<file path="config.mk">
export PLATFORM = sky130hd
export DESIGN_NAME = div_iter_flat
export DESIGN_NICKNAME = d
export VERILOG_FILES = /design/src/rtl/div_pkg.sv /design/src/rtl/div_iter_if.sv /design/src/rtl/div_step.sv /design/src/rtl/div_iter.sv /design/src/flat_wrapper.sv
export SDC_FILE = /design/constraint.sdc
export NUM_CORES = 1
export LEC_CHECK = 0
export BUFFER_PORTS_ARGS = -buffer_cell sky130_fd_sc_hd__buf_2
export CAP_MARGIN = 10
export CORE_ASPECT_RATIO = 0.7
export CORE_MARGIN = 4
export CORE_UTILIZATION = 40
export CTS_CLUSTER_DIAMETER = 80
export CTS_CLUSTER_SIZE = 12
export DETAILED_ROUTE_END_ITERATION = 7
export GPL_ROUTABILITY_DRIVEN = 0
export GPL_TIMING_DRIVEN = 1
export SLEW_MARGIN = 20
export SYNTH_ARGS = -nofsm -noshare
export SYNTH_HDL_FRONTEND = slang
export SYNTH_SLANG_ARGS = --single-unit
</file>
<file path="constraint.sdc">
create_clock -name clk -period 3.7 [get_ports clk]
set_input_delay 0.925 -clock clk [delete_from_list [all_inputs] [get_ports clk]]
set_output_delay 0.925 -clock clk [all_outputs]
set_load 0.01 [all_outputs]
</file>
<file path="src/rtl/div_pkg.sv">
// Shared definitions for the iterative divider: FSM states and EX handshake constants.
// They sit beside the EXE_DIV_OP / EXE_DIVU_OP AluOp defines.
package div_pkg;

  typedef enum logic [1:0] {
    FREE    = 2'b00,
    BY_ZERO = 2'b01,
    ON      = 2'b10,
    END     = 2'b11
  } div_state_e;

  localparam logic DivStart          = 1'b1;
  localparam logic DivStop           = 1'b0;
  localparam logic DivResultReady    = 1'b1;
  localparam logic DivResultNotReady = 1'b0;

endpackage

</file>
<file path="src/rtl/div_iter_if.sv">
// Request/result bundle between the execute stage (master) and the divider (slave).
interface div_iter_if #(
  parameter int WIDTH = 32
);
  logic               signed_div_i;
  logic [WIDTH-1:0]   opdata1_i;
  logic [WIDTH-1:0]   opdata2_i;
  logic               start_i;
  logic               annul_i;
  logic [2*WIDTH-1:0] result_o;
  logic               ready_o;

  modport master (
    output signed_div_i, opdata1_i, opdata2_i, start_i, annul_i,
    input  result_o, ready_o
  );

  modport slave (
    input  signed_div_i, opdata1_i, opdata2_i, start_i, annul_i,
    output result_o, ready_o
  );
endinterface

</file>
<file path="src/rtl/div_step.sv">
// One combinational restoring iteration on magnitudes: shift {rem, quo} left one bit,
// then trial-subtract the divisor from the upper WIDTH+1 bits.
module div_step #(
  parameter int WIDTH = 32
) (
  input  logic [WIDTH-1:0] rem_i,
  input  logic [WIDTH-1:0] quo_i,
  input  logic [WIDTH-1:0] divisor_i,
  output logic [WIDTH-1:0] rem_o,
  output logic [WIDTH-1:0] quo_o
);

  logic [WIDTH:0] shifted_s;
  logic [WIDTH:0] diff_s;

  // A clear MSB on the difference means the shifted remainder covered the divisor.
  always_comb begin
    shifted_s = {rem_i, quo_i[WIDTH-1]};
    diff_s    = shifted_s - {1'b0, divisor_i};
    if (diff_s[WIDTH] == 1'b0) begin
      rem_o = diff_s[WIDTH-1:0];
      quo_o = {quo_i[WIDTH-2:0], 1'b1};
    end else begin
      rem_o = shifted_s[WIDTH-1:0];
      quo_o = {quo_i[WIDTH-2:0], 1'b0};
    end
  end

endmodule

</file>
<file path="src/rtl/div_iter.sv">
// Iterative radix-2 restoring divider for DIV/DIVU; result is {remainder, quotient}.
// Operands are captured on the start edge; sign fix-up happens in one final ON cycle.
module div_iter
  import div_pkg::*;
#(
  parameter int WIDTH = 32
) (
  input  logic       clk,
  input  logic       rst,
  div_iter_if.slave  bus
);

  localparam int CW = $clog2(WIDTH + 1);
  localparam logic [CW-1:0] CNT_LAST = CW'(WIDTH);

  div_state_e         state_q, state_d;
  logic [CW-1:0]      cnt_q, cnt_d;
  logic [WIDTH-1:0]   rem_q, rem_d;
  logic [WIDTH-1:0]   quo_q, quo_d;
  logic [WIDTH-1:0]   dvs_q, dvs_d;
  logic               sign1_q, sign1_d;
  logic               sign2_q, sign2_d;
  logic               signed_q, signed_d;
  logic [2*WIDTH-1:0] result_q, result_d;
  logic               ready_q, ready_d;

  logic               neg1_s, neg2_s;
  logic [WIDTH-1:0]   abs1_s, abs2_s;
  logic [WIDTH-1:0]   step_rem_s, step_quo_s;
  logic [WIDTH-1:0]   quo_fix_s, rem_fix_s;

  div_step #(.WIDTH(WIDTH)) u_step (
    .rem_i     (rem_q),
    .quo_i     (quo_q),
    .divisor_i (dvs_q),
    .rem_o     (step_rem_s),
    .quo_o     (step_quo_s)
  );

  // Operand magnitudes and signed-mode result correction.
  always_comb begin
    neg1_s    = bus.signed_div_i & bus.opdata1_i[WIDTH-1];
    neg2_s    = bus.signed_div_i & bus.opdata2_i[WIDTH-1];
    abs1_s    = neg1_s ? ({WIDTH{1'b0}} - bus.opdata1_i) : bus.opdata1_i;
    abs2_s    = neg2_s ? ({WIDTH{1'b0}} - bus.opdata2_i) : bus.opdata2_i;
    quo_fix_s = (signed_q & (sign1_q ^ sign2_q)) ? ({WIDTH{1'b0}} - quo_q) : quo_q;
    rem_fix_s = (signed_q & sign1_q) ? ({WIDTH{1'b0}} - rem_q) : rem_q;
  end

  // Next-state, datapath and output-register logic.
  always_comb begin
    state_d  = state_q;
    cnt_d    = cnt_q;
    rem_d    = rem_q;
    quo_d    = quo_q;
    dvs_d    = dvs_q;
    sign1_d  = sign1_q;
    sign2_d  = sign2_q;
    signed_d = signed_q;
    result_d = result_q;
    ready_d  = ready_q;
    case (state_q)
      FREE: begin
        ready_d  = DivResultNotReady;
        result_d = {(2*WIDTH){1'b0}};
        if ((bus.start_i == DivStart) && (bus.annul_i == 1'b0)) begin
          if (bus.opdata2_i == {WIDTH{1'b0}}) begin
            state_d = BY_ZERO;
          end else begin
            state_d  = ON;
            quo_d    = abs1_s;
            dvs_d    = abs2_s;
            sign1_d  = bus.opdata1_i[WIDTH-1];
            sign2_d  = bus.opdata2_i[WIDTH-1];
            signed_d = bus.signed_div_i;
            cnt_d    = {CW{1'b0}};
            rem_d    = {WIDTH{1'b0}};
          end
        end else begin
          state_d = FREE;
        end
      end
      BY_ZERO: begin
        state_d  = END;
        result_d = {(2*WIDTH){1'b0}};
        ready_d  = DivResultReady;
      end
      ON: begin
        if ((bus.annul_i == 1'b1) || (bus.start_i == DivStop)) begin
          state_d  = FREE;
          ready_d  = DivResultNotReady;
          result_d = {(2*WIDTH){1'b0}};
        end else if (cnt_q != CNT_LAST) begin
          rem_d = step_rem_s;
          quo_d = step_quo_s;
          cnt_d = cnt_q + CW'(1);
        end else begin
          result_d = {rem_fix_s, quo_fix_s};
          ready_d  = DivResultReady;
          state_d  = END;
        end
      end
      END: begin
        if (bus.start_i == DivStop) begin
          state_d  = FREE;
          ready_d  = DivResultNotReady;
          result_d = {(2*WIDTH){1'b0}};
        end else begin
          ready_d = DivResultReady;
        end
      end
      default: begin
        state_d  = FREE;
        ready_d  = DivResultNotReady;
        result_d = {(2*WIDTH){1'b0}};
      end
    endcase
  end

  // State and datapath registers with synchronous reset.
  always_ff @(posedge clk) begin
    if (rst) begin
      state_q  <= FREE;
      cnt_q    <= {CW{1'b0}};
      rem_q    <= {WIDTH{1'b0}};
      quo_q    <= {WIDTH{1'b0}};
      dvs_q    <= {WIDTH{1'b0}};
      sign1_q  <= 1'b0;
      sign2_q  <= 1'b0;
      signed_q <= 1'b0;
      result_q <= {(2*WIDTH){1'b0}};
      ready_q  <= DivResultNotReady;
    end else begin
      state_q  <= state_d;
      cnt_q    <= cnt_d;
      rem_q    <= rem_d;
      quo_q    <= quo_d;
      dvs_q    <= dvs_d;
      sign1_q  <= sign1_d;
      sign2_q  <= sign2_d;
      signed_q <= signed_d;
      result_q <= result_d;
      ready_q  <= ready_d;
    end
  end

  assign bus.result_o = result_q;
  assign bus.ready_o  = ready_q;

endmodule

</file>
<file path="src/flat_wrapper.sv">
// flat-port wrapper written by rule: the top's interface ports become plain ports
module div_iter_flat import div_pkg::*;
#(
  parameter int WIDTH = 32
)
  (clk, rst, bus_signed_div_i, bus_opdata1_i, bus_opdata2_i, bus_start_i, bus_annul_i, bus_result_o, bus_ready_o);
  div_iter_if #(.WIDTH(WIDTH)) bus_i ();
  input  logic clk;
  input  logic rst;
  input wire logic [$bits(bus_i.signed_div_i)-1:0] bus_signed_div_i;
  input wire logic [$bits(bus_i.opdata1_i)-1:0] bus_opdata1_i;
  input wire logic [$bits(bus_i.opdata2_i)-1:0] bus_opdata2_i;
  input wire logic [$bits(bus_i.start_i)-1:0] bus_start_i;
  input wire logic [$bits(bus_i.annul_i)-1:0] bus_annul_i;
  output wire logic [$bits(bus_i.result_o)-1:0] bus_result_o;
  output wire logic [$bits(bus_i.ready_o)-1:0] bus_ready_o;
  assign bus_i.signed_div_i = bus_signed_div_i;
  assign bus_i.opdata1_i = bus_opdata1_i;
  assign bus_i.opdata2_i = bus_opdata2_i;
  assign bus_i.start_i = bus_start_i;
  assign bus_i.annul_i = bus_annul_i;
  assign bus_result_o = bus_i.result_o;
  assign bus_ready_o = bus_i.ready_o;
  div_iter #(.WIDTH(WIDTH)) u_core (.clk(clk), .rst(rst), .bus(bus_i));
endmodule
</file>
==> results of run 1 <==
## cells in the final DEF, fill, tap and decap left out, types with 10 or more instances in the layout
cell type,count
nand3_1,11
o21ai_0,61
a21o_1,15
buf_4,32
dfxtp_1,172
or3_1,10
nand2_1,111
a211oi_1,32
mux2i_1,26
a22o_1,16
clkbuf_16,17
ha_1,38
a21oi_1,115
o31ai_1,13
xnor2_1,80
buf_2,132
nor3_1,40
and2_1,10
xor2_1,69
a221oi_1,17
inv_1,60
nor2_1,199
nand2b_1,15
a22oi_1,48
## final cells by class
| cell class | count | area (um^2) | share of cell area [%] |
|---|---|---|---|
| clock inverter | 11 | 86.3 | 0.688 |
| inverter | 60 | 225 | 1.80 |
| multi-input combinational | 1061 | 6870 | 54.8 |
| tap | 364 | 455 | 3.63 |
| timing repair buffer | 169 | 1000 | 7.98 |
| sequential | 172 | 3440 | 27.5 |
| clock buffer | 21 | 460 | 3.67 |
## power breakdown
| part | switching, mW | total, mW | internal [mW] |
|---|---|---|---|
| clock | 0.783 | 1.68 | 0.902 |
| combinational | 0.470 | 0.783 | 0.314 |
| sequential | 0.0650 | 1.97 | 1.90 |
| total | 1.32 | 4.44 | 3.12 |
## registers in the layout, summed over array words and instances (netlist names)
signal               cells
u_core.bus.result_o     64
u_core.dvs_q            32
u_core.quo_q            32
u_core.rem_q            32
u_core.cnt_q             6
u_core.state_q           2
u_core.bus.ready_o       1
u_core.sign1_q           1
u_core.sign2_q           1
u_core.signed_q          1
## metal layers
layer / up-vias / GRT usage [%] / share of wire, %
met1: 4635 / 38.0 / 56
met3: 21 / 4.10 / 8.4
li1: 5108 / - / -
met5: - / 0 / 0
met4: 0 / 4.48 / 0.82
met2: 356 / 25.5 / 35
## per-stage QoR
step	total power, mW	setup slack, ns	hold WS, ns
after global routing	4.65	0.194	0.477
final	4.44	0.360	0.461
after global placement	2.77	0.243	0.445
after detailed placement	2.78	0.219	0.455
after CTS	4.47	0.394	0.462
after floorplan	2.54	0.695	0.432
## critical path: stages (launching register included)
cell and delay [ns]:
dfxtp_1 0.37, inv_1 0.11, ha_1 0.27, fa_1 0.40, nand2b_1 0.19, a21o_1 0.18
a21o_1 0.21, a21o_1 0.21, o211ai_1 0.21, o211ai_2 0.19, xnor2_4 0.20, buf_12 0.21
mux2i_1 0.35, a22o_1 0.17
## worst max-delay path by stage
| stage | cells after the start | to | slack, ns |
|---|---|---|---|
| floorplan | 8 | u_core.quo_q[30]$_SDFFE_PP0P_ | 0.70 |
| global placement | 12 | u_core.cnt_q[5]$_SDFFE_PP0P_ | 0.24 |
| detailed placement | 12 | u_core.cnt_q[5]$_SDFFE_PP0P_ | 0.22 |
| CTS | 13 | u_core.rem_q[0]$_SDFFE_PP0P_ | 0.39 |
| global route | 13 | u_core.rem_q[26]$_SDFFE_PP0P_ | 0.19 |
| finish | 13 | u_core.rem_q[0]$_SDFFE_PP0P_ | 0.36 |
## cells by family (layout without fill, tap and decap cells)
kind of cell / Yosys count / after routing / share of synthesized area [%]
compound gates: 379 / 379 / 23.4
simple gates: 467 / 467 / 20.5
xor+xnor: 150 / 150 / 12.2
fa+ha+maj: 39 / 39 / 4.56
buf+inv: 140 / 261 / 5.26
mux: 26 / 26 / 2.40
flops: 172 / 172 / 31.7
==> impl_metrics.toml, run 1 <==
[route]
detail-route-antenna-nets = 0
vias_per_cell = 5.45
vias = 10100
first_pass_iters = 6
drcViolationCount = 0
dr.first_iter.drc_count = 907
routedWlPerCell_um = 17.5
wl_mm = 32.6

[synth]
synth_edf_count = 0
synth_flop_cell = "dfxtp_1"
synthDistinctLibCells = 78
synth_seq_area_share_pct = 31.7
synthArstFlopShare_pct = 0
synthTopCellsByCount = "nor2_1 (200), dfxtp_1 (172), a21oi_1 (115)"
synth_top_area_share_pct = 31.7
netlist_top_cells_area = "dfxtp_1 (32%), nor2_1 (6.9%), xnor2_1 (6.4%)"
yosysTopAreaCell = "dfxtp_1"
syn_inst = 1373
syn_area_per_cell_um2 = 7.91
synth_area_um2 = 10900
postSynthNetCount = 1481
ys_seq_elements = 172
yosysWarnings = 0
yosysMostFrequentCell = "nor2_1"

[clock_tree]
cts.repair.resized = 0
ctsHtreeMaxLevel = 4
cts_buffer_depth = 2
hold_buffers = 0
clock-root-buffer = "clkbuf_16"
clock_sinks = 172
clock_latency_ns = 0.44
cts_tree = "done"
cts.clk_slew.worst_paths_ns = 0.07
cts_setup_buffers = 0
cts_made_buffers = 17

[final_layout]
final_cells = 1858
diodes = 0
finalCoreUtilization_pct = 47.0
n_fill_cell = 2660
drive_gt1_share_pct = 15.5
fin_nets = 1589
area_delta_synth_final_pct = 15.4
post-route-cell-area_um2 = 12500

[hold_path]
min_path_type = "reg -> reg"
hp-start = "u_core.dvs_q[31]$_SDFFE_PP0P_"
hold_depth = 2
hold_path_end = "u_core.dvs_q[31]$_SDFFE_PP0P_"

[timing]
tightest_slew_ns = 0.703
rsz0062_at_grt = "false"
setup_violations = 0
slew_viol_final = 0
hold_violations = 0
timing.slew.headroom_pct = 53.0
fin_crit_ns = 3.34
finClkSkew_ns = 0.0116
setup_tns_ns = 0
max_freq_mhz = 299
min_period_over_period_pct = 90.3

[power]
leakage_nw = 5.08
power_density_nw_per_um2 = 354
ir_drop_v = 0.000243

[run]
drv_cap = 0

[worst_setup_path]
worst_setup_path_start_kind = "flip-flop"
reg2regPathDepth = 13
startpoint = "u_core.quo_q[31]$_SDFFE_PP0P_"
rr_endpoint = "u_core.rem_q[0]$_SDFFE_PP0P_"
arrival_ns = 3.72
required_ns = 4.08
r2r-start = "u_core.quo_q[31]$_SDFFE_PP0P_"
r2r_slack_ns = 0.36
worstSetupEndpointType = "flip-flop"
cp_max_fo = 22
worstSetupPathType = "reg -> reg"

[placed_design]
placement.io_buffers = 133
dpl_cell_area_um2 = 12000
placed_cells = 1826
dp_hpwl_mm = 25.4

[global_route]
grt_start_max_net_pins = 51
gr-total-overflow = 0
track_usage_pct = 21.6
antenna_found_initial = 0
grt_pass1_wl_mm = 52.3
grt_pass1_vias = 9246

[die]
dieArea_um2 = 29900
die_x_um = 205
io_pins = 134
rows = 50
start_util_pct = 40.7
fp.dieH_um = 146
core-area_um2 = 26700

[status]
status = "completed"
Power figures use the tool's default switching activity.
==> run 2: changes to the inputs <==
--- a/config.mk
+++ b/config.mk
@@ -15,6 +15,7 @@
 export DETAILED_ROUTE_END_ITERATION = 7
 export GPL_ROUTABILITY_DRIVEN = 0
 export GPL_TIMING_DRIVEN = 1
+export RECOVER_POWER = 25
 export SLEW_MARGIN = 20
 export SYNTH_ARGS = -nofsm -noshare
 export SYNTH_HDL_FRONTEND = slang
==> run 2 against run 1 <==
  * Clock-buffer cell count unchanged
  * Sequential power barely moved
  * Clock skew about the same
  * Sequential cell count did not move
  * Critical endpoint is now u_core.rem_q[26]$_SDFFE_PP0P_
  * Largest cell class unchanged
  * Highest routed layer unchanged
==> impl_metrics.toml, run 2 (synthesis results as in run 1) <==
[timing]
setup_tns_ns = 0
slew_viol_final = 0
whs_ns = 0.462
rsz0062_at_grt = "false"
finClkSkew_ns = 0.0116
fin_crit_ns = 3.35
hold_violations = 0
worst_slack_ns = 0.352
max_freq_mhz = 299
setup_violations = 0
tightest_slew_ns = 0.704
timing.slew.headroom_pct = 52.9
min_period_over_period_pct = 90.5

[status]
status = "completed"

[final_layout]
final_common_cell = "nor2_1"
diodes = 0
final_cell_mix = "nor2_1 (199), dfxtp_1 (172), a21oi_1 (115)"
fin_nets = 1589
post-route-cell-area_um2 = 12500
drive_gt1_share_pct = 11.6
area_delta_synth_final_pct = 14.8
largest_reg_flops = 64

[global_route]
grt_start_max_net_pins = 51
antenna_found_initial = 0
grt_pass1_vias = 9246
gr-total-overflow = 0
grt_pass1_wl_mm = 52.3
track_usage_pct = 21.6

[placed_design]
placement.io_buffers = 133
dpl_cell_area_um2 = 12000
dpl_worst_slack_ns = 0.219
dp_hpwl_mm = 25.4

[worst_setup_path]
cp_max_fo = 5
required_ns = 4.06
worstSetupEndpointType = "flip-flop"
worstSetupPathType = "reg -> reg"
worst_setup_path_start_kind = "flip-flop"
arrival_ns = 3.71

[power]
power_density_nw_per_um2 = 356
leakage_nw = 4.82
ir_drop_v = 0.000245

[route]
vias = 10200
wl_mm = 32.7
vias_per_cell = 5.47
first_pass_iters = 5
dr.first_iter.drc_count = 830
routedWlPerCell_um = 17.6
drcViolationCount = 0
detail-route-antenna-nets = 0

[clock_tree]
cts_buffer_depth = 2
cts.repair.resized = 0
clock-root-buffer = "clkbuf_16"
cts.clk_slew.worst_paths_ns = 0.07
cts_setup_buffers = 0
ctsHtreeMaxLevel = 4
clock_sinks = 172
hold_buffers = 0
cts_tree = "done"
cts_made_buffers = 17
clock_latency_ns = 0.44

[run]
drv_cap = 0

[die]
core-area_um2 = 26700
io_pins = 134
die_x_um = 205
dieArea_um2 = 29900
start_util_pct = 40.7
rows = 50
fp.dieH_um = 146

[hold_path]
min_path_type = "reg -> reg"
## run 2: final cells by class
cell class | instances | area (um^2)
inverters | 60 | 225
clock inverters | 11 | 86.3
clock buffers | 21 | 460
fillers | 2682 | 14200
well taps | 364 | 455
repair buffers | 169 | 927
multi-input cells | 1061 | 6870
flip-flops and latches | 172 | 3440
## run 2: layer usage
| metal | vias to the layer above | share of wire (%) | wire length, um | track usage (%) |
|---|---|---|---|---|
| met4 | 0 | 0.76 | 250 | 4.48 |
| met5 | - | 0 | 0 | 0 |
| met3 | 17 | 8.4 | 2730 | 4.10 |
| li1 | 5109 | - | - | - |
| met1 | 4685 | 56 | 18400 | 38.0 |
| met2 | 353 | 35 | 11300 | 25.5 |
## run 2: power breakdown
part / total, mW / switching (mW) / internal, mW / leakage, nW
Clock: 1.69 / 0.789 / 0.901 / 0.253
Sequential: 1.97 / 0.0648 / 1.90 / 1.39
Combinational: 0.783 / 0.469 / 0.313 / 3.18
Total: 4.44 / 1.32 / 3.12 / 4.82
## run 2: final timing paths
kind / startpoint / endpoint / slack, ns / cells after the start
max: u_core.quo_q[31]$_SDFFE_PP0P_ / u_core.rem_q[26]$_SDFFE_PP0P_ / 0.35 / 13
min: u_core.dvs_q[31]$_SDFFE_PP0P_ / u_core.dvs_q[31]$_SDFFE_PP0P_ / 0.46 / 2
max reg2reg: u_core.quo_q[31]$_SDFFE_PP0P_ / u_core.rem_q[26]$_SDFFE_PP0P_ / 0.35 / 13
min reg2reg: u_core.dvs_q[31]$_SDFFE_PP0P_ / u_core.dvs_q[31]$_SDFFE_PP0P_ / 0.46 / 2
## run 2: critical path, cell delays in order, from the launching register on
cell	delay (ns)
dfxtp_1	0.37
inv_1	0.11
ha_1	0.27
fa_1	0.41
nand2b_1	0.19
a21o_1	0.18
a21o_1	0.21
a21o_1	0.21
buf_4	0.17
o31ai_1	0.41
a41oi_1	0.21
xnor2_1	0.27
mux2i_1	0.12
o21ai_0	0.15
## run 2: metrics by stage
step / util [%] / power [mW] / std cells
global route: 46.7 / 4.65 / 1858
finish: 46.7 / 4.44 / 1858
global placement: 44.9 / 2.77 / 1826
CTS: 47.0 / 4.47 / 1858
floorplan: - / 2.54 / 1373
detailed placement: 44.9 / 2.78 / 1826
